$ cat src/rtl/sysid_check_ctrl_if.sv
// Avalon-MM read-only bus between the sysid checker (master) and the sysid slave.
// Valid/ready rule: a read is presented while avm_read=1 and completes in the first cycle avm_waitrequest=0.
interface sysid_check_ctrl_if;
    logic        avm_address;
    logic        avm_read;
    logic [31:0] avm_readdata;
    logic        avm_waitrequest;

    modport master (
        output avm_address,
        output avm_read,
        input  avm_readdata,
        input  avm_waitrequest
    );

    modport slave (
        input  avm_address,
        input  avm_read,
        output avm_readdata,
        output avm_waitrequest
    );
endinterface

$ cat src/rtl/sysid_check_ctrl.sv
// Boot-time sysid checker: reads the ID word (and optionally the timestamp) and gates the motor enable.
// Optional timestamp read/compare is built when SYSID_CHECK_TS_EN is defined.
module sysid_check_ctrl #(
    parameter logic [31:0] EXPECTED_ID = 32'd67108864,
    parameter logic [31:0] EXPECTED_TS = 32'd1414746992,
    parameter int unsigned TIMEOUT     = 255,
    parameter int unsigned MAX_RETRY   = 3
) (
    input  logic                      clock,
    input  logic                      reset,
    input  logic                      start,
    sysid_check_ctrl_if.master        avm,
    output logic                      busy,
    output logic                      done,
    output logic                      pass,
    output logic [1:0]                fail_code,
    output logic [31:0]               id_value,
    output logic [31:0]               ts_value,
    output logic                      motor_enable,
    output logic [2:0]                dbg_state
);

    typedef enum logic [2:0] {
        IDLE  = 3'd0,
        RD_ID = 3'd1,
        RD_TS = 3'd2,
        PASS  = 3'd3,
        FAIL  = 3'd4
    } state_t;

    localparam logic [15:0] TIMEOUT_M1 = 16'(TIMEOUT - 1);
    localparam logic [3:0]  MAX_RETRY_C = 4'(MAX_RETRY);

    localparam logic [1:0] FC_NONE    = 2'd0;
    localparam logic [1:0] FC_ID      = 2'd1;
    localparam logic [1:0] FC_TS      = 2'd2;
    localparam logic [1:0] FC_TIMEOUT = 2'd3;

    state_t      state_q, state_d;
    logic [15:0] wait_cnt_q, wait_cnt_d;
    logic [3:0]  retry_cnt_q, retry_cnt_d;
    logic        holdoff_q, holdoff_d;
    logic        done_q, done_d;
    logic [1:0]  fail_code_q, fail_code_d;
    logic [31:0] id_value_q, id_value_d;
    logic [31:0] ts_value_q, ts_value_d;

    logic in_read;
    logic read_active;
    logic grant;
    logic expire;

    always_comb begin
        in_read     = (state_q == RD_ID) || (state_q == RD_TS);
        // holdoff_q marks the one idle cycle between a timed-out attempt and its retry
        read_active = in_read && !holdoff_q;
        grant       = read_active && !avm.avm_waitrequest;
        expire      = read_active && avm.avm_waitrequest && (wait_cnt_q >= TIMEOUT_M1);
    end

    always_comb begin
        state_d     = state_q;
        wait_cnt_d  = 16'd0;
        retry_cnt_d = retry_cnt_q;
        holdoff_d   = 1'b0;
        done_d      = 1'b0;
        fail_code_d = fail_code_q;
        id_value_d  = id_value_q;
        ts_value_d  = ts_value_q;

        if (read_active && avm.avm_waitrequest && !expire && (wait_cnt_q != 16'hFFFF)) begin
            wait_cnt_d = wait_cnt_q + 16'd1;
        end

        case (state_q)
            IDLE: begin
                state_d     = RD_ID;
                retry_cnt_d = 4'd0;
            end

            RD_ID: begin
                if (grant) begin
                    id_value_d = avm.avm_readdata;
                    if (avm.avm_readdata == EXPECTED_ID) begin
`ifdef SYSID_CHECK_TS_EN
                        state_d = RD_TS;
`else
                        state_d = PASS;
                        done_d  = 1'b1;
`endif
                    end else begin
                        state_d     = FAIL;
                        fail_code_d = FC_ID;
                        done_d      = 1'b1;
                    end
                end
            end

`ifdef SYSID_CHECK_TS_EN
            RD_TS: begin
                if (grant) begin
                    ts_value_d = avm.avm_readdata;
                    if (avm.avm_readdata == EXPECTED_TS) begin
                        state_d = PASS;
                    end else begin
                        state_d     = FAIL;
                        fail_code_d = FC_TS;
                    end
                    done_d = 1'b1;
                end
            end
`endif

            PASS, FAIL: begin
                if (start) begin
                    state_d     = RD_ID;
                    fail_code_d = FC_NONE;
                    retry_cnt_d = 4'd0;
                end
            end

            default: begin
                state_d = IDLE;
            end
        endcase

        // Timeout handling is shared by both read states; retry_cnt never exceeds MAX_RETRY.
        if (expire) begin
            if (retry_cnt_q >= MAX_RETRY_C) begin
                state_d     = FAIL;
                fail_code_d = FC_TIMEOUT;
                done_d      = 1'b1;
            end else begin
                retry_cnt_d = retry_cnt_q + 4'd1;
                holdoff_d   = 1'b1;
            end
        end
    end

    always_ff @(posedge clock) begin
        if (reset) begin
            state_q     <= IDLE;
            wait_cnt_q  <= 16'd0;
            retry_cnt_q <= 4'd0;
            holdoff_q   <= 1'b0;
            done_q      <= 1'b0;
            fail_code_q <= FC_NONE;
            id_value_q  <= 32'd0;
            ts_value_q  <= 32'd0;
        end else begin
            state_q     <= state_d;
            wait_cnt_q  <= wait_cnt_d;
            retry_cnt_q <= retry_cnt_d;
            holdoff_q   <= holdoff_d;
            done_q      <= done_d;
            fail_code_q <= fail_code_d;
            id_value_q  <= id_value_d;
            ts_value_q  <= ts_value_d;
        end
    end

    assign avm.avm_read    = read_active;
    assign avm.avm_address = (state_q == RD_TS);
    assign busy            = in_read;
    assign done            = done_q;
    assign pass            = (state_q == PASS);
    assign motor_enable    = (state_q == PASS);
    assign fail_code       = fail_code_q;
    assign id_value        = id_value_q;
    assign ts_value        = ts_value_q;
    assign dbg_state       = state_q;

endmodule

$ cat src/flat_wrapper.sv
// flat-port wrapper written by rule: the top's interface ports become plain ports
module sysid_check_ctrl_flat 
#(
    parameter logic [31:0] EXPECTED_ID = 32'd67108864,
    parameter logic [31:0] EXPECTED_TS = 32'd1414746992,
    parameter int unsigned TIMEOUT     = 255,
    parameter int unsigned MAX_RETRY   = 3
)
  (clock, reset, start, busy, done, pass, fail_code, id_value, ts_value, motor_enable, dbg_state, avm_avm_address, avm_avm_read, avm_avm_readdata, avm_avm_waitrequest);
  sysid_check_ctrl_if avm_i ();
  input  logic clock;
  input  logic reset;
  input  logic start;
  output logic busy;
  output logic done;
  output logic pass;
  output logic [1:0] fail_code;
  output logic [31:0] id_value;
  output logic [31:0] ts_value;
  output logic motor_enable;
  output logic [2:0] dbg_state;
  output wire logic [$bits(avm_i.avm_address)-1:0] avm_avm_address;
  output wire logic [$bits(avm_i.avm_read)-1:0] avm_avm_read;
  input wire logic [$bits(avm_i.avm_readdata)-1:0] avm_avm_readdata;
  input wire logic [$bits(avm_i.avm_waitrequest)-1:0] avm_avm_waitrequest;
  assign avm_avm_address = avm_i.avm_address;
  assign avm_avm_read = avm_i.avm_read;
  assign avm_i.avm_readdata = avm_avm_readdata;
  assign avm_i.avm_waitrequest = avm_avm_waitrequest;
  sysid_check_ctrl #(.EXPECTED_ID(EXPECTED_ID), .EXPECTED_TS(EXPECTED_TS), .TIMEOUT(TIMEOUT), .MAX_RETRY(MAX_RETRY)) u_core (.clock(clock), .reset(reset), .start(start), .avm(avm_i), .busy(busy), .done(done), .pass(pass), .fail_code(fail_code), .id_value(id_value), .ts_value(ts_value), .motor_enable(motor_enable), .dbg_state(dbg_state));
endmodule
$ cat config.mk
export PLATFORM = sky130hd
export DESIGN_NAME = sysid_check_ctrl_flat
export DESIGN_NICKNAME = d
export VERILOG_FILES = /design/src/rtl/sysid_check_ctrl_if.sv /design/src/rtl/sysid_check_ctrl.sv /design/src/flat_wrapper.sv
export SDC_FILE = /design/constraint.sdc
export NUM_CORES = 1
export LEC_CHECK = 0
export CAP_MARGIN = 20
export CORE_MARGIN = 2
export CORE_UTILIZATION = 41
export CTS_CLUSTER_SIZE = 20
export DETAILED_ROUTE_END_ITERATION = 12
export PLACE_DENSITY = 0.86
export RECOVER_POWER = 100
export SLEW_MARGIN = 20
export SYNTH_ARGS = -nofsm -noshare
export SYNTH_HDL_FRONTEND = slang
export SYNTH_SLANG_ARGS = --single-unit
$ cat constraint.sdc
create_clock -name clock -period 2.2 [get_ports clock]
set_clock_uncertainty 0.2 [all_clocks]
set_input_delay 0.22 -clock clock [delete_from_list [all_inputs] [get_ports clock]]
set_output_delay 0.22 -clock clock [all_outputs]
set_load 0.02 [all_outputs]
==> results_tabular.tex, run 1 <==
\begin{tabular}{lr}
\hline
Metric & Value \\
\hline
\multicolumn{2}{l}{\textbf{STA}} \\
Setup TNS & 0 ns \\
Hold Violations, Final & 0 \\
Period Utilization, post-route & between 90 and 100\% \\
Final Slew Violations & 0 \\
Number of setup violations in the final report & 0 \\
Final setup margin & 0.1317 ns \\
Peak clock frequency supported by timing & between 400 and 500 MHz \\
Unrepaired setup endpoints after global routing & false \\
Clock period minus worst slack & slightly above 2 ns \\
\multicolumn{2}{l}{\textbf{Place}} \\
Number of port buffers & between 70 and 80 \\
Worst setup slack before clock tree synthesis & between 0.07 and 0.08 ns \\
Total cell area at the placement stage & 0.003251 mm² \\
Sum of net half-perimeters after detailed placement & approximately 4200 µm \\
Routability-driven placement congestion ratio & roughly 0.87 \\
\multicolumn{2}{l}{\textbf{Setup path}} \\
Critical path fanouts, max & 9 \\
Required time worst endpoint & between 1.5 and 2 ns \\
Worst path cell trace & buf\_4 > nand2b\_1 > nor2\_1 > clkdlybuf4s50\_1 \\
Slowest cell delay on critical path & roughly 0.61 ns \\
Capture instance of the worst register-to-register path & u\_core.dbg\_state[1] \\
R2R depth & 5 \\
Combined buffer and inverter count along the critical path & 2 \\
Critical path's top delay family & buffers and inverters \\
FF-to-FF Start & u\_core.wait\_cnt\_q[2] \\
Register-to-register setup slack & around 0.25 ns \\
Cell count along the critical path & 4 \\
Path type of the worst setup path & reg -> out \\
Endpoint of the worst setup timing path & avm\_avm\_address \\
Capturing element type of the critical path & primary output \\
Max stage delay cell, worst path & sky130\_fd\_sc\_hd\_\_clkdlybuf4s50\_1 \\
Nature of the critical path startpoint & flip-flop \\
CP startpoint & u\_core.dbg\_state[1] \\
Crit path DAT & 1.65 ns \\
\multicolumn{2}{l}{\textbf{Clock tree}} \\
Number of clock sinks seen by CTS & 59 \\
Worst skew pair latency & 0.33 ns \\
Maximum clock path buffer count & 2 \\
Num CTS Buffers & 9 \\
Clock tree from TritonCTS & built \\
Hold\_buf cts & 0 \\
Master cell of the clock root buffer & sky130\_fd\_sc\_hd\_\_clkbuf\_8 \\
Clock-pin transition on the worst setup and hold timing paths & 0.08 ns \\
Number of H-tree levels & 3 \\
\# resized after CTS & 3 \\
Setup repair bufs after CTS & 0 \\
\multicolumn{2}{l}{\textbf{Global routing}} \\
Initial antenna violation count & 0 \\
Overall track demand over capacity in global routing & a little under a fifth \\
Pin count of the biggest net entering global routing & between 40 and 50 \\
Number of global-route vias before repair & 2066 \\
Wire length of the first global-routing pass & approximately 9200 µm \\
Global route overflow & 0 \\
\multicolumn{2}{l}{\textbf{Die}} \\
Die outline width & 81.44 µm \\
Standard-cell rows & 28 \\
Starting density of the core & a little over two fifths \\
Core outline area & between 0.005 and 0.006 mm² \\
Full die area & about 0.0066 mm² \\
Die Y & between 80 and 90 µm \\
I/O pin count & 111 \\
\multicolumn{2}{l}{\textbf{Routing}} \\
Average wire per standard cell & between 10 and 15 µm \\
Number of vias after detailed routing & 2200 \\
Remaining number of nets flagged by the antenna check after routing & 0 \\
Post-detailed-route via-to-cell ratio & $\sim$4.7 \\
DRC & 0 \\
Routed wire length & 5680 µm \\
First-iteration detailed-routing DRC count & roughly 100 \\
Iteration count of the initial detailed-routing pass & 4 \\
\multicolumn{2}{l}{\textbf{Final layout}} \\
Layout net count & approximately 420 \\
Post-route cell area & approximately 0.0034 mm² \\
Filler instances & $\sim$530 \\
Area of all sequential standard cells & roughly 0.0012 mm² \\
Area occupied by multi-input gates & 0.001120 mm² \\
Share of final-layout standard cells stronger than drive strength 1 & under 10\% \\
Ant. Diodes & 0 \\
Layout-stage area growth over the synthesis result & 38.88\% \\
Utilization after layout & between 50\% and 60\% \\
\multicolumn{2}{l}{\textbf{Yosys}} \\
Mean instance size in the synthesized netlist & approximately 8.4 µm² \\
Area share of the largest cell type after synthesis & 48.04\% \\
FF+latch count, synth & between 50 and 60 \\
Most used DFF post-synth & sky130\_fd\_sc\_hd\_\_dfxtp\_1 \\
Number of distinct library cells after synthesis & 40 \\
Number of enable flip-flop cells after synthesis & 0 \\
Share of synthesized area occupied by flip-flops and latches & between 40 and 50\% \\
Share of flip-flops with an asynchronous set or reset after synthesis & 0\% \\
Synth Cell Area & approximately 0.0025 mm² \\
Cell count after synthesis & 294 \\
Ranking of synthesized cells by area & sky130\_fd\_sc\_hd\_\_dfxtp\_1, sky130\_fd\_sc\_hd\_\_nand2\_1, sky130\_fd\_sc\_hd\_\_buf\_4 \\
Number of warnings reported in the yosys synthesis log & 0 \\
Biggest area consumer among synthesized cells & sky130\_fd\_sc\_hd\_\_dfxtp\_1 \\
\multicolumn{2}{l}{\textbf{Worst hold path}} \\
Hold Path Class & in -> reg \\
Hold wc startpoint & avm\_avm\_readdata[7] \\
\multicolumn{2}{l}{\textbf{Power}} \\
Leakage component of the power & $\sim$1.4 nW \\
Pwr Density & 701.1 mW/mm² \\
Worst voltage drop across the vdd grid & between 0.3 and 0.4 mV \\
\multicolumn{2}{l}{\textbf{Run status}} \\
Run status & finished, final reports clean \\
\multicolumn{2}{l}{\textbf{Run}} \\
Total of max-cap violations & 0 \\
\hline
\end{tabular}
-- routing by layer --
metal | GRT usage (%) | vias to the layer above | wire [µm]
li1 | - | 1100 | -
met1 | 20.16 | 1013 | 2225
met2 | 30.41 | 78 | 2830
met3 | 9.121 | 9 | 552
met4 | 6.610 | 0 | 72
met5 | 0 | - | 0
-- worst register-to-register path: stages (launching register included) --
cell and delay [ns]:
sky130_fd_sc_hd__dfxtp_1 0.40, sky130_fd_sc_hd__and4_1 0.29, sky130_fd_sc_hd__o2111a_1 0.26, sky130_fd_sc_hd__nor2_1 0.05, sky130_fd_sc_hd__or3_1 0.47, sky130_fd_sc_hd__nor3b_1 0.19
-- worst min-delay path by stage --
| stage | end | cells past startpoint |
|---|---|---|
| after floorplan | u_core.id_value[0] | 2 |
| after global placement | u_core.id_value[13] | 2 |
| after detailed placement | u_core.retry_cnt_q[3] | 1 |
| after CTS | u_core.id_value[7] | 3 |
| after global routing | u_core.id_value[18] | 3 |
| final | u_core.id_value[7] | 3 |
-- cells in the mapped netlist, types with 3 or more instances --
| library cell | instances |
|---|---|
| sky130_fd_sc_hd__dfxtp_1 | 59 |
| sky130_fd_sc_hd__nand4_1 | 4 |
| sky130_fd_sc_hd__nor4_1 | 9 |
| sky130_fd_sc_hd__clkbuf_1 | 11 |
| sky130_fd_sc_hd__a21oi_1 | 35 |
| sky130_fd_sc_hd__nand3_1 | 6 |
| sky130_fd_sc_hd__nand2_1 | 71 |
| sky130_fd_sc_hd__xor2_1 | 6 |
| sky130_fd_sc_hd__nand2b_1 | 4 |
| sky130_fd_sc_hd__ha_1 | 3 |
| sky130_fd_sc_hd__nor2_1 | 17 |
| sky130_fd_sc_hd__buf_4 | 34 |
-- cells by family (layout without fill, tap and decap cells) --
kind of cell               Yosys count  count (layout)  share of synthesized area (%)
buffers and inverters               48             105                          12.57
other                                1              39                         0.1525
xor gates and xnor gates             8               8                          2.850
AOI/OAI and AO/OA                   50              50                          11.60
adders and majority gates            3               3                          1.527
DFF                                 59              59                          48.04
and+or+nand+nor                    125             125                          23.26
-- registers in the layout (all words and copies together) (netlist names) --
signal,count
u_core.holdoff_q,1
u_core.id_value,32
u_core.fail_code,2
u_core.dbg_state,3
u_core.retry_cnt_q,4
u_core.done,1
u_core.wait_cnt_q,16
-- power breakdown --
part / leakage (nW) / switching (mW) / internal [mW]
logic: 0.844 / 0.233 / 0.159
registers: 0.481 / 0.0268 / 1.12
clock network: 0.0818 / 0.447 / 0.412
-- layout by cell type, fill, tap and decap left out, drive strengths merged, types with 3 or more instances in the layout --
| cell type | count |
|---|---|
| xor2 | 6 |
| o21ai | 3 |
| clkinv | 3 |
| clkdlybuf4s50 | 37 |
| nand3 | 6 |
| nand2 | 71 |
| dlygate4sd3 | 38 |
| nor4 | 10 |
| clkinvlp | 3 |
| a21oi | 35 |
| dfxtp | 59 |
| dlygate4sd2 | 3 |
| and2 | 3 |
| nor2 | 17 |
| conb | 39 |
| clkbuf | 12 |
| nand2b | 4 |
| ha | 3 |
| buf | 6 |
| inv | 3 |
| nand4 | 4 |
-- area by class of cell --
| cell class | instances | share of cell area (%) |
|---|---|---|
| sequential | 59 | 34.59 |
| multi-input combinational | 225 | 32.80 |
| timing repair buffer | 87 | 24.44 |
| clock buffer | 9 | 3.628 |
| tap | 75 | 2.748 |
| clock inverter | 7 | 1.576 |
| inverter | 2 | 0.2199 |
-- through the flow --
| stage | hold WS (ns) | total power [mW] | cells |
|---|---|---|---|
| after detailed placement | 0.2462 | 1.577 | 448 |
| after floorplan | 0.1560 | 1.420 | 332 |
| after global placement | 0.2412 | 1.569 | 448 |
| after global routing | 0.2508 | 2.517 | 464 |
| after CTS | 0.2330 | 2.442 | 464 |
| final | 0.2516 | 2.394 | 464 |
No activity file was read; power rests on OpenSTA's default activity.
==> run 2, diff against run 1 <==
--- a/config.mk
+++ b/config.mk
@@ -12,6 +12,7 @@
 export DETAILED_ROUTE_END_ITERATION = 12
 export PLACE_DENSITY = 0.86
 export RECOVER_POWER = 100
+export SKIP_CTS_REPAIR_TIMING = 1
 export SLEW_MARGIN = 20
 export SYNTH_ARGS = -nofsm -noshare
 export SYNTH_HDL_FRONTEND = slang
==> run 2 against run 1 <==
  * Combinational power is essentially flat
  * Non-clock buffer count stayed put
  * First-iteration DRC count grew 12%
  * Utilization is 0.24 points lower
  * Highest routed layer unchanged
  * Critical endpoint unchanged
  * Via count grew 0.36%
  * Largest cell class unchanged
==> results_tabular.tex, run 2 (synthesized netlist as in run 1, its figures left out) <==
\begin{tabular}{lr}
\hline
Metric & Value \\
\hline
\multicolumn{2}{l}{\textbf{Setup path}} \\
Worst path cell trace & buf\_4 > nand2b\_1 > nor2\_1 > clkdlybuf4s50\_1 \\
Slowest cell delay on critical path & 0.61 ns (about the same) \\
R2R depth & 5 (unchanged) \\
Max stage delay cell, worst path & sky130\_fd\_sc\_hd\_\_clkdlybuf4s50\_1 \\
FF-to-FF Start & u\_core.wait\_cnt\_q[2] \\
Capturing element type of the critical path & primary output \\
Required time worst endpoint & 1.78 ns (about the same) \\
Critical path fanouts, max & 9 (unchanged) \\
Path type of the worst setup path & reg -> out \\
Combined buffer and inverter count along the critical path & 2 (unchanged) \\
Critical path's top delay family & buffers and inverters \\
Nature of the critical path startpoint & flip-flop \\
Capture instance of the worst register-to-register path & u\_core.dbg\_state[1] \\
Register-to-register setup slack & 0.25 ns (about the same) \\
Crit path DAT & 1.65 ns (about the same) \\
\multicolumn{2}{l}{\textbf{Power}} \\
Register share of total power & 47.8\% (about the same) \\
Cell Int Power & 1.685 mW (about the same) \\
Switching share of power & 29.60\% (+0.070 points) \\
Part of the total power dissipated in the clock network & 36.0\% (about the same) \\
Worst voltage drop across the vdd grid & 0.3696 mV (about the same) \\
Net switching component of the power & 708.6 µW (+0.24\%) \\
Gate power share & 16.3\% (about the same) \\
Pwr Density & 704.0 mW/mm² (+0.41\%) \\
Total power of the final layout & 2.394 mW (about the same) \\
Leakage component of the power & 1.389 nW (-1.3\%) \\
\multicolumn{2}{l}{\textbf{Die}} \\
Die Y & 81.44 µm (unchanged) \\
Standard-cell rows & 28 (unchanged) \\
I/O pin count & 111 (unchanged) \\
Full die area & 0.006632 mm² (unchanged) \\
Starting density of the core & 42.02\% (unchanged) \\
Core outline area & 0.005851 mm² (unchanged) \\
Die outline width & 81.44 µm (unchanged) \\
\multicolumn{2}{l}{\textbf{Final layout}} \\
Utilization after layout & 58.13\% (-0.24 points) \\
Share of final-layout standard cells stronger than drive strength 1 & 6.684\% (+0.26 points) \\
Most frequent standard cell in the layout excluding fill and tap cells & sky130\_fd\_sc\_hd\_\_nand2\_1 \\
Layout net count & 423 (unchanged) \\
Layout-stage area growth over the synthesis result & 38.32\% \\
Flip-flop count of the largest register after layout & 32 (unchanged) \\
Ant. Diodes & 0 (unchanged) \\
Filler instances & 529 (+0.38\%) \\
Post-route cell area & 0.003401 mm² (-0.40\%) \\
Most frequent cells in the layout & sky130\_fd\_sc\_hd\_\_nand2\_1, sky130\_fd\_sc\_hd\_\_dfxtp\_1, sky130\_fd\_sc\_hd\_\_conb\_1, sky130\_fd\_sc\_hd\_\_dlygate4sd3\_1, sky130\_fd\_sc\_hd\_\_clkdlybuf4s50\_1 \\
\multicolumn{2}{l}{\textbf{Global routing}} \\
Initial antenna violation count & 0 (unchanged) \\
Global route overflow & 0 (unchanged) \\
Number of global-route vias before repair & 2066 (unchanged) \\
Overall track demand over capacity in global routing & 18.31\% (unchanged) \\
Wire length of the first global-routing pass & 9156 µm (unchanged) \\
Pin count of the biggest net entering global routing & 42 (unchanged) \\
\multicolumn{2}{l}{\textbf{Place}} \\
Total cell area at the placement stage & 0.003251 mm² (unchanged) \\
Sum of net half-perimeters after detailed placement & 4237 µm (unchanged) \\
Worst setup slack before clock tree synthesis & 0.07903 ns (unchanged) \\
Routability-driven placement congestion ratio & 0.8712 (unchanged) \\
Number of port buffers & 78 (unchanged) \\
\multicolumn{2}{l}{\textbf{Clock tree}} \\
Number of clock sinks seen by CTS & 59 (unchanged) \\
Number of H-tree levels & 3 (unchanged) \\
Master cell of the clock root buffer & sky130\_fd\_sc\_hd\_\_clkbuf\_8 \\
Worst skew pair latency & 0.33 ns (about the same) \\
Clock tree from TritonCTS & built \\
Maximum clock path buffer count & 2 (unchanged) \\
Num CTS Buffers & 9 (unchanged) \\
Clock-pin transition on the worst setup and hold timing paths & 0.08 ns (about the same) \\
\multicolumn{2}{l}{\textbf{STA}} \\
Unrepaired setup endpoints after global routing & false \\
Final Slew Violations & 0 (unchanged) \\
Number of setup violations in the final report & 0 (unchanged) \\
Hold Violations, Final & 0 (unchanged) \\
Peak clock frequency supported by timing & 483.2 MHz (about the same) \\
Final setup margin & 0.1303 ns (-0.001452 ns) \\
Clock period minus worst slack & 2.070 ns (+0.001452 ns) \\
Setup TNS & 0 ns (unchanged) \\
Period Utilization, post-route & 94.08\% (about the same) \\
\multicolumn{2}{l}{\textbf{Run status}} \\
Run status & finished, final reports clean \\
\multicolumn{2}{l}{\textbf{Routing}} \\
Average wire per standard cell & 12.26 µm (+0.18\%) \\
Routed wire length & 5690 µm (+0.18\%) \\
Number of vias after detailed routing & 2208 (+0.36\%) \\
Remaining number of nets flagged by the antenna check after routing & 0 (unchanged) \\
DRC & 0 (unchanged) \\
Post-detailed-route via-to-cell ratio & 4.759 (+0.36\%) \\
First-iteration detailed-routing DRC count & 115 (+12\%) \\
Iteration count of the initial detailed-routing pass & 4 (unchanged) \\
\multicolumn{2}{l}{\textbf{Worst hold path}} \\
Worst hold stages & 3 (unchanged) \\
Hold wc startpoint & avm\_avm\_readdata[7] \\
Endpoint of the worst hold-timing path & u\_core.id\_value[7] \\
Hold Path Class & in -> reg \\
\multicolumn{2}{l}{\textbf{Run}} \\
Total of max-cap violations & 0 (unchanged) \\
\hline
\end{tabular}
-- run 2: layout make-up --
cell class | instances | area [µm²] | share of cell area, %
clock inverters | 7 | 53.80 | 1.582
flip-flops and latches | 59 | 1182 | 34.77
repair buffers | 87 | 819.5 | 24.10
inverters | 2 | 7.507 | 0.2208
clock buffers | 9 | 123.9 | 3.642
multi-input cells | 225 | 1120 | 32.93
well taps | 75 | 93.84 | 2.759
-- run 2: metal layers --
| metal | GRT usage (%) | part of all wire (%) | wire length, µm |
|---|---|---|---|
| met1 | 20.16 | 39 | 2236 |
| met3 | 9.121 | 9.4 | 535 |
| met5 | 0 | 0 | 0 |
| met2 | 30.41 | 50 | 2845 |
| met4 | 6.610 | 1.3 | 72 |
-- run 2: power groups by stage --
stage	Sequential [mW]	Combinational, mW	Clock, mW
global route	1.15	0.427	0.941
detailed placement	1.17	0.408	0
floorplan	1.21	0.209	0
finish	1.14	0.390	0.861
CTS	1.14	0.410	0.890
global placement	1.17	0.402	0
-- run 2: worst max-delay path by stage --
stage                              start                    to  slack (ns)  cells after the start
finish               u_core.dbg_state[1]       avm_avm_address        0.13                      4
global route         u_core.dbg_state[1]       avm_avm_address        0.01                      4
CTS                  u_core.dbg_state[0]                  pass       -0.11                      3
detailed placement  avm_avm_readdata[26]   u_core.dbg_state[2]        0.08                      6
global placement    avm_avm_readdata[24]   u_core.dbg_state[2]       -0.01                      6
floorplan            u_core.dbg_state[1]  u_core.wait_cnt_q[2]        0.13                      7
-- run 2: worst min-delay path, stage by stage --
cell	delay, ns
sky130_fd_sc_hd__clkdlybuf4s50_1	0.42
sky130_fd_sc_hd__nand2_1	0.06
sky130_fd_sc_hd__a21oi_1	0.05
-- run 2: per-stage QoR --
step / hold WS [ns] / instances
6_report: 0.2517 / 464
5_1_grt: 0.2508 / 464
4_1_cts: 0.2330 / 464
3_5_place_dp: 0.2462 / 448
3_3_place_gp: 0.2412 / 448
2_1_floorplan: 0.1560 / 332
